`src/rtl/sr_ctrl_pkg.sv`:
```
// ============================================================================
// Module  : sr_ctrl_pkg
// Purpose : Op encodings and width helper shared by the SR bank controller.
// Rev     : 1.0
// ============================================================================
`default_nettype none

package sr_ctrl_pkg;

    typedef enum logic [1:0] {
        OP_NOP = 2'b00,
        OP_SET = 2'b01,
        OP_CLR = 2'b10,
        OP_TGL = 2'b11
    } op_e;

    // Index width for n items, never narrower than one bit.
    function automatic int idx_width(input int n);
        return (n > 2) ? $clog2(n) : 1;
    endfunction

endpackage

`default_nettype wire

```
`src/rtl/rr_arbiter.sv`:
```
// ============================================================================
// Module  : rr_arbiter
// Purpose : Round-robin arbiter; one-hot grant scanning upward from a pointer.
// Rev     : 1.0
// ============================================================================
`default_nettype none

module rr_arbiter #(
    parameter int NREQ = 4,
    parameter int PW   = 2
) (
    input  logic            clk,
    input  logic            rst,
    input  logic [NREQ-1:0] valid_i,
    input  logic            xfer_i,
    output logic [NREQ-1:0] grant_o,
    output logic [PW-1:0]   win_o
);

    logic [PW-1:0] ptr_q;
    logic [PW-1:0] ptr_d;
    logic          w_found;

    always_comb begin
        grant_o = '0;
        win_o   = '0;
        w_found = 1'b0;
        for (int k = 0; k < NREQ; k++) begin
            if (!w_found && valid_i[(int'(ptr_q) + k) % NREQ]) begin
                grant_o[(int'(ptr_q) + k) % NREQ] = 1'b1;
                win_o   = PW'((int'(ptr_q) + k) % NREQ);
                w_found = 1'b1;
            end
        end
        // No grant may be visible while the block is held in reset.
        if (!rst) begin
            grant_o = '0;
        end
    end

    always_comb begin
        ptr_d = ptr_q;
        if (xfer_i) begin
            ptr_d = (win_o == PW'(NREQ - 1)) ? '0 : win_o + 1'b1;
        end
    end

    always_ff @(posedge clk or negedge rst) begin
        if (!rst) begin
            ptr_q <= '0;
        end else begin
            ptr_q <= ptr_d;
        end
    end

endmodule

`default_nettype wire

```
`src/rtl/sr_bank_ctrl.sv`:
```
// ============================================================================
// Module  : sr_bank_ctrl
// Purpose : Arbitrates set/clear/toggle requests onto a bank of SR flip-flops.
// Rev     : 1.0
// ============================================================================
`default_nettype none

module sr_bank_ctrl
    import sr_ctrl_pkg::*;
#(
    parameter int NREQ  = 4,
    parameter int NBITS = 8,
    parameter int IDXW  = idx_width(NBITS)
) (
    input  logic                 clk,
    input  logic                 rst,
    input  logic [NREQ-1:0]      req_valid,
    input  logic [2*NREQ-1:0]    req_op,
    input  logic [IDXW*NREQ-1:0] req_idx,
    output logic [NREQ-1:0]      req_ready,
    input  logic [NBITS-1:0]     q_in,
    output logic [NBITS-1:0]     s_out,
    output logic [NBITS-1:0]     r_out,
    output logic [NREQ-1:0]      done,
    output logic                 err
);

    localparam int PW = idx_width(NREQ);

    logic [NREQ-1:0]  w_grant;
    logic [PW-1:0]    w_win;
    logic             w_xfer;
    op_e              w_op;
    logic [IDXW-1:0]  w_idx;
    logic [NBITS-1:0] w_bit;
    logic             w_in_range;
    logic             w_fwd;
    logic             w_cur;

    logic [NBITS-1:0] s_q, s_d;
    logic [NBITS-1:0] r_q, r_d;
    logic [NREQ-1:0]  done_q, done_d;
    logic             err_q, err_d;
    logic             pend_vld_q, pend_vld_d;
    logic [IDXW-1:0]  pend_idx_q, pend_idx_d;
    logic             pend_val_q, pend_val_d;

    rr_arbiter #(
        .NREQ (NREQ),
        .PW   (PW)
    ) u_arb (
        .clk     (clk),
        .rst     (rst),
        .valid_i (req_valid),
        .xfer_i  (w_xfer),
        .grant_o (w_grant),
        .win_o   (w_win)
    );

    assign req_ready = w_grant;
    assign w_xfer    = |(req_valid & w_grant);

    assign w_op       = op_e'(req_op[2*int'(w_win) +: 2]);
    assign w_idx      = req_idx[IDXW*int'(w_win) +: IDXW];
    assign w_bit      = NBITS'(1) << w_idx;
    assign w_in_range = ({1'b0, w_idx} < (IDXW+1)'(NBITS));

    // q_in lags the bit being pulsed this cycle, so take the in-flight value instead.
    assign w_fwd = pend_vld_q && (pend_idx_q == w_idx);
    assign w_cur = w_fwd ? pend_val_q : |(q_in & w_bit);

    always_comb begin
        s_d        = '0;
        r_d        = '0;
        done_d     = '0;
        err_d      = 1'b0;
        pend_vld_d = 1'b0;
        pend_idx_d = pend_idx_q;
        pend_val_d = pend_val_q;
        if (w_xfer) begin
            done_d = w_grant;
            if (!w_in_range) begin
                err_d = 1'b1;
            end else begin
                case (w_op)
                    OP_SET: begin
                        s_d        = w_bit;
                        pend_vld_d = 1'b1;
                        pend_idx_d = w_idx;
                        pend_val_d = 1'b1;
                    end
                    OP_CLR: begin
                        r_d        = w_bit;
                        pend_vld_d = 1'b1;
                        pend_idx_d = w_idx;
                        pend_val_d = 1'b0;
                    end
                    OP_TGL: begin
                        if (w_cur) begin
                            r_d = w_bit;
                        end else begin
                            s_d = w_bit;
                        end
                        pend_vld_d = 1'b1;
                        pend_idx_d = w_idx;
                        pend_val_d = ~w_cur;
                    end
                    default: begin
                    end
                endcase
            end
        end
    end

    always_ff @(posedge clk or negedge rst) begin
        if (!rst) begin
            s_q        <= '0;
            r_q        <= '0;
            done_q     <= '0;
            err_q      <= 1'b0;
            pend_vld_q <= 1'b0;
            pend_idx_q <= '0;
            pend_val_q <= 1'b0;
        end else begin
            s_q        <= s_d;
            r_q        <= r_d;
            done_q     <= done_d;
            err_q      <= err_d;
            pend_vld_q <= pend_vld_d;
            pend_idx_q <= pend_idx_d;
            pend_val_q <= pend_val_d;
        end
    end

    assign s_out = s_q;
    assign r_out = r_q;
    assign done  = done_q;
    assign err   = err_q;

endmodule

`default_nettype wire
```
`config.mk`:
```
export PLATFORM = sky130hd
export DESIGN_NAME = sr_bank_ctrl
export DESIGN_NICKNAME = d
export VERILOG_FILES = /design/src/rtl/sr_ctrl_pkg.sv /design/src/rtl/rr_arbiter.sv /design/src/rtl/sr_bank_ctrl.sv
export SDC_FILE = /design/constraint.sdc
export NUM_CORES = 1
export LEC_CHECK = 0
export BUFFER_PORTS_ARGS = -buffer_cell sky130_fd_sc_hd__buf_2
export CAP_MARGIN = 20
export CORE_MARGIN = 1
export CORE_UTILIZATION = 52
export DETAILED_ROUTE_END_ITERATION = 10
export PLACE_DENSITY = 0.87
export SLEW_MARGIN = 25
export SYNTH_ARGS = -nofsm -noshare
export SYNTH_HDL_FRONTEND = slang
export SYNTH_SLANG_ARGS = --single-unit
```
`constraint.sdc`:
```
create_clock -name clk -period 5.8 [get_ports clk]
set_clock_uncertainty 0.1 [all_clocks]
set_input_delay 0.58 -clock clk [delete_from_list [all_inputs] [get_ports clk]]
set_output_delay 0.58 -clock clk [all_outputs]
set_load 0.02 [all_outputs]
```
== Yosys cells after proc, flatten, opt, wreduce, memory -nomap -nowiden ==
Cells that the tools add are included.
Word-level totals
  flip-flop bits (word level): 27
  input bits: 34
  output and inout bits: 25
  word-level logic and storage cells: 100
Cells by class
  $add $sub $neg: 4
  multipliers: 1
  magnitude comparators: 8
  eq/ne operators: 5
  shift operators: 3
  muxes and demuxes: 43
  bitwise operators: 9
  reduce and logical (&&, ||, !) cells: 20
Operators with widths (number)
  $mux W8: 4
  $pmux W8 S2: 2
  $mux W4: 6
  $mux W1: 17
  $lt A3 B4 Y1 const B: 3
  $or A4 B4 Y4: 3
  $shiftx A12 B5 Y3: 1
  $mux W2: 5
  $ge A3 B1 Y1 const B: 3
  $and A8 B8 Y8: 1
  $bmux W1 S2: 4
  $demux W1 S2: 4
  $logic_and A1 B1 Y1: 8
  $reduce_or A8 Y1: 1
  $shiftx A8 B4 Y2: 1
  $shl A1 B3 Y8 const A: 1
  $eq A2 B2 Y1 const B: 3
  $reduce_or A2 Y1: 3
  $add A2 B1 Y2 const B: 2
  $add A2 B2 Y2 const B: 2
  $and A4 B4 Y4: 1
  $mul A2 B2 Y4 const A: 1
  $reduce_and A2 Y1: 2
  $reduce_or A4 Y1: 1
  other kinds (10): 14

== Depth between registers and ports, before layout ==
  word-level depth: 23
  mapped depth: 17
  depth with buffers taken out: 12

== Modules after synthesis ==
From an unflattened synthesis, not the netlist that was laid out.
Unflattened totals
  cells, all modules: 178
  area, all modules: 1973.1 sq um
Modules (own cells, without submodules)
  sr_bank_ctrl: instances 1, cells an instance 96, area an instance 1218.7 sq um, seq. area each 625.6 sq um
  rr_arbiter: instances 1, cells an instance 82, area an instance 754.5 sq um, seq. area each 50.0 sq um

== Worst setup path before layout ==
Ideal clock, no wire load.
  path kind: register to register
  from: register u_arb.ptr_q[0]
  to: register s_q[0] (netlist: s_out[0])
  setup time: 0.101 ns
  arrival time: 4.309 ns
  data required time: 5.599 ns
  path slack: 1.290 ns
  stages on the path, launching flop included: 17
  buffers on the path: 4
  clock period less this slack: 4.510 ns
  path through: dfrtp_1 buf_6 clkbuf_1 clkinv_1 ha_1 mux4_2 nor2b_4 clkbuf_1 o21ai_0 nor3b_1 or2_2 a21o_1 a2111o_1 o21ai_0 o21ba_1 buf_6 nor4_1
Between the ends
  cells in the longest elaborated chain, start to end: 21
  elaborated cells between the ends (all ways): 77
  classes of those cells: add/sub (3); mul (1); order compare (8); eq/ne (3); shift (3); mux (35); bitwise (8); reduce/logical (16)
Ends and longest elaborated chain
  start: declaration: line rr_arbiter.sv:20  | logic [PW-1:0] ptr_q;
  start signal: assignment: line rr_arbiter.sv:52  | ptr_q <= ptr_d;
  $add A2 B1 Y2 / $bmux W1 S2 (equally long branches): line rr_arbiter.sv:29, rr_arbiter.sv:30, rr_arbiter.sv:31
  $bmux W1 S2 / $mux W1 (equally long branches): line rr_arbiter.sv:29  | if (!w_found && valid_i[(int'(ptr_q) + k) % NREQ]) begin
  $mux W1 (implied by the code): line rr_arbiter.sv:29
  $mux W1 (implied by the code) / $logic_not A1 Y1 (equally long branches): line rr_arbiter.sv:29
  $logic_and A1 B1 Y1: line rr_arbiter.sv:29
  $mux W1: line rr_arbiter.sv:29
  $logic_not A1 Y1: line rr_arbiter.sv:29
  $logic_and A1 B1 Y1: line rr_arbiter.sv:29
  [... 6 more ...]
  $shl A1 B3 Y8: line sr_bank_ctrl.sv:65  | assign w_bit = NBITS'(1) << w_idx;
  $and A8 B8 Y8: line sr_bank_ctrl.sv:70  | assign w_cur = w_fwd ? pend_val_q : |(q_in & w_bit);
  $reduce_or A8 Y1: line sr_bank_ctrl.sv:70
  $mux W1: line sr_bank_ctrl.sv:70
  $mux W8: line sr_bank_ctrl.sv:99  | if (w_cur) begin
  $pmux W8 S2: line sr_bank_ctrl.sv:85  | case (w_op)
  $mux W8 (*): line sr_bank_ctrl.sv:80  | if (w_xfer) begin
  named net s_d[0]: line sr_bank_ctrl.sv:40  | logic [NBITS-1:0] s_q, s_d;
  end signal: assignment: line sr_bank_ctrl.sv:117  | s_q <= '0;
  end signal: assignment: line sr_bank_ctrl.sv:125  | s_q <= s_d;
  end: declaration: line sr_bank_ctrl.sv:40
The timed path passes the listed nets; every way through them passes the cells marked *. The select of a mux whose other input is x is not followed.
A chain may end at the register's enable or synchronous reset.

== Worst setup path after layout ==
  from: register u_arb.ptr_q[1]
  to: register s_q[1] (netlist: s_out[1])
Same word-level chain as after synthesis.

==> flow_metrics.tcl <==
set metrics [dict create \
    hpwlAfterDp_um 3415 \
    clock_latency_ns 0.27 \
    synth_top_area_share_pct 33.37 \
    fin_crit_ns 4.611 \
    async_flop_share_pct 100.0 \
    synthesis.area_mm2 0.002024 \
    viasPerCell 5.948 \
    critPathLaunch "u_arb.ptr_q[1]" \
    cts.sinks 27 \
    relSlewSlack_pct 54.93 \
    rows 22 \
    rsz0062_at_grt "no" \
    drc 0 \
    cts_tree "done" \
    grt_pass1_vias 1666 \
    yosysSeqAreaShare_pct 33.37 \
    cts_root_buffer "clkbuf_8" \
    ant_nets 0 \
    antenna_found_initial 0 \
    critPathKind "reg2reg" \
    die-width_um 64.40 \
    num-nets-final 321 \
    grt_start_max_net_pins 36 \
    worstReg2RegStart "u_arb.ptr_q[1]" \
    timing.hold.ws_ns 0.2330 \
    core_mm2 0.003689 \
    arrival_ns 4.66 \
    grt_usage_pct 23.23 \
    ir_drop_mv 0.4137 \
    grtUsageMet2_pct 34.47 \
    fp.dieArea_mm2 0.004147 \
    grt.busiest_layer "met1" \
    post_cts_buffers 0 \
    numCtsBuffers 3 \
    gp_congestion 0.8669 \
    wl_um 4456 \
    io_buffers 57 \
    syn_inst 228 \
    global_route.overflow_total 0 \
    synth_cell_type_count 57 \
    synth_edf_count 0 \
    h-tree-depth 1 \
    vias 1939 \
    worstSetupStartpointType "register" \
    clock.fmax_ghz 0.2169 \
    synth_area_leader_cell "dfrtp_1" \
    instances_no_fill 326 \
    cp.buffers_inverters 1 \
    critical_path.cell_chain "inv_1 -> ha_1 -> mux4_2 -> nor2b_4 -> o21ai_0 -> a21boi_0 -> a211o_1 -> and2_1 -> mux2i_1 -> o2111ai_1 -> o21ba_1 -> nor4_1" \
    grt_first_pass_wirelength_um 7555 \
    hold_violations 0 \
    cellLeakagePower_uw 0.001148 \
    ios 59 \
    syn_to_final_growth_pct 16.19 \
    ys.warnings.count 0 \
    first_pass_iters 4 \
    ys_ff_latch 27 \
    final_max_slew_viol_count 0 \
    synth_ff_type "dfrtp_1" \
    antenna_cells 0 \
    clk_pin_slew_worst_paths_ns 0.10 \
    pwr_density_cell_mw_per_mm2 675.8 \
    placed_cells 322 \
    die_h_um 64.40 \
    path_delay_family "compound AO/OA/AOI/OAI gates" \
    final_common_cell "buf_2" \
    clockBufferDepth 2 \
    netlist_top_cells_area "dfrtp_1, nand2_1, ha_1" \
    required_ns 5.85 \
    drt_iter0_markers 125 \
    final_cell_mix "buf_2, nand2_1, dfrtp_1, o21ai_0" \
    cts_resized 0 \
    cpPeakStageDelay_ns 0.65 \
    status "finished clean" \
    avgSynthCellArea_um2 8.879 \
    grt_use_met3_pct 3.036 \
    final.period_utilization_pct 79.50 \
    cp_max_fo 14 \
    postCtsHoldBufs 0 \
    met1_usage_pct 35.17 \
    drive_gt1_share_pct 26.98 \
    min_path_type "in2async" \
    start_util_pct 54.88 \
    setup_viol 0 \
    worst_pin_slew_ns 0.6760 \
    cpMaxStageDelayCell "mux4_2" \
    critPathCaptureType "register" \
    wire_per_inst_um 13.67 \
    maxCapViolCount 0 \
    syn-num-nets 270 \
    finalSetupTns_ns 0 \
]
[layer usage]
layer	part of all wire [%]	routed length, µm
met1	46	2030
met2	46	2066
met3	7.1	317
met4	0.92	41
met5	0	0
[per-stage QoR]
stage,util [%],total power (µW),area [µm²],worst slack (ns)
floorplan,-,1286,2024,1.290
global placement,62.45,1444,2303,1.450
detailed placement,62.45,1468,2303,1.263
CTS,63.77,1579,2352,1.215
global route,63.77,1750,2352,0.8040
finish,63.77,1590,2352,1.189
[Yosys cell counts (5+ instances only)]
| master | n |
|---|---|
| and3_1 | 5 |
| clkbuf_1 | 7 |
| nor2b_1 | 10 |
| ha_1 | 8 |
| nand3b_1 | 7 |
| nand2_1 | 28 |
| nor2_1 | 12 |
| nor4_1 | 12 |
| a21oi_1 | 5 |
| inv_1 | 6 |
| o21ai_0 | 16 |
| nand3_1 | 6 |
| nor3_1 | 5 |
| dfrtp_1 | 27 |
[path summary, 6_finish.rpt]
kind | end | slack (ns) | depth (start not counted)
max in group asynchronous | done[2] | 4.93 | 1
worst min-delay path | r_out[1] | 0.23 | 1
min in group clk | pend_idx_q[0] | 0.41 | 2
worst min register to register | pend_idx_q[0] | 0.41 | 2
worst max register to register | s_out[1] | 1.19 | 12
worst max-delay path | s_out[1] | 1.19 | 12
[logic make-up (layout without fill, tap and decap cells)]
| group | after synthesis | in the layout | share of synthesized area, % |
|---|---|---|---|
| buffers and inverters | 21 | 71 | 5.686 |
| AND/OR/NAND/NOR | 104 | 104 | 28.74 |
| multiplexers | 6 | 6 | 5.439 |
| XOR/XNOR | 1 | 1 | 0.4327 |
| other | 1 | 1 | 0.1852 |
| adder cells (fa/ha/maj) | 8 | 8 | 4.945 |
| flip-flops | 27 | 27 | 33.37 |
| AO/OA/AOI/OAI | 60 | 60 | 21.20 |
[state kept, by name, summed over array words and instances, names as in the netlist]
| register | count |
|---|---|
| r_out | 8 |
| done | 4 |
| s_out | 8 |
| pend_vld_q | 1 |
| pend_idx_q | 3 |
| pend_val_q | 1 |
| u_arb.ptr_q | 2 |
[power breakdown]
group          switching, µW  total [µW]  internal (µW)
logic                    770        1210            443
registers               29.5         269            240
clock network           59.0         108           48.7
total                    858        1590            731
[final cells by class]
cell class,instances,area [µm²]
Tap cell,48,60.06
Fill cell,329,1336
Clock inverter,1,7.507
Clock buffer,3,41.29
Multi-Input combinational cell,180,1234
Timing Repair Buffer,60,307.8
Inverter,7,26.28
Sequential cell,27,675.6
Power figures use the tool's default switching activity.
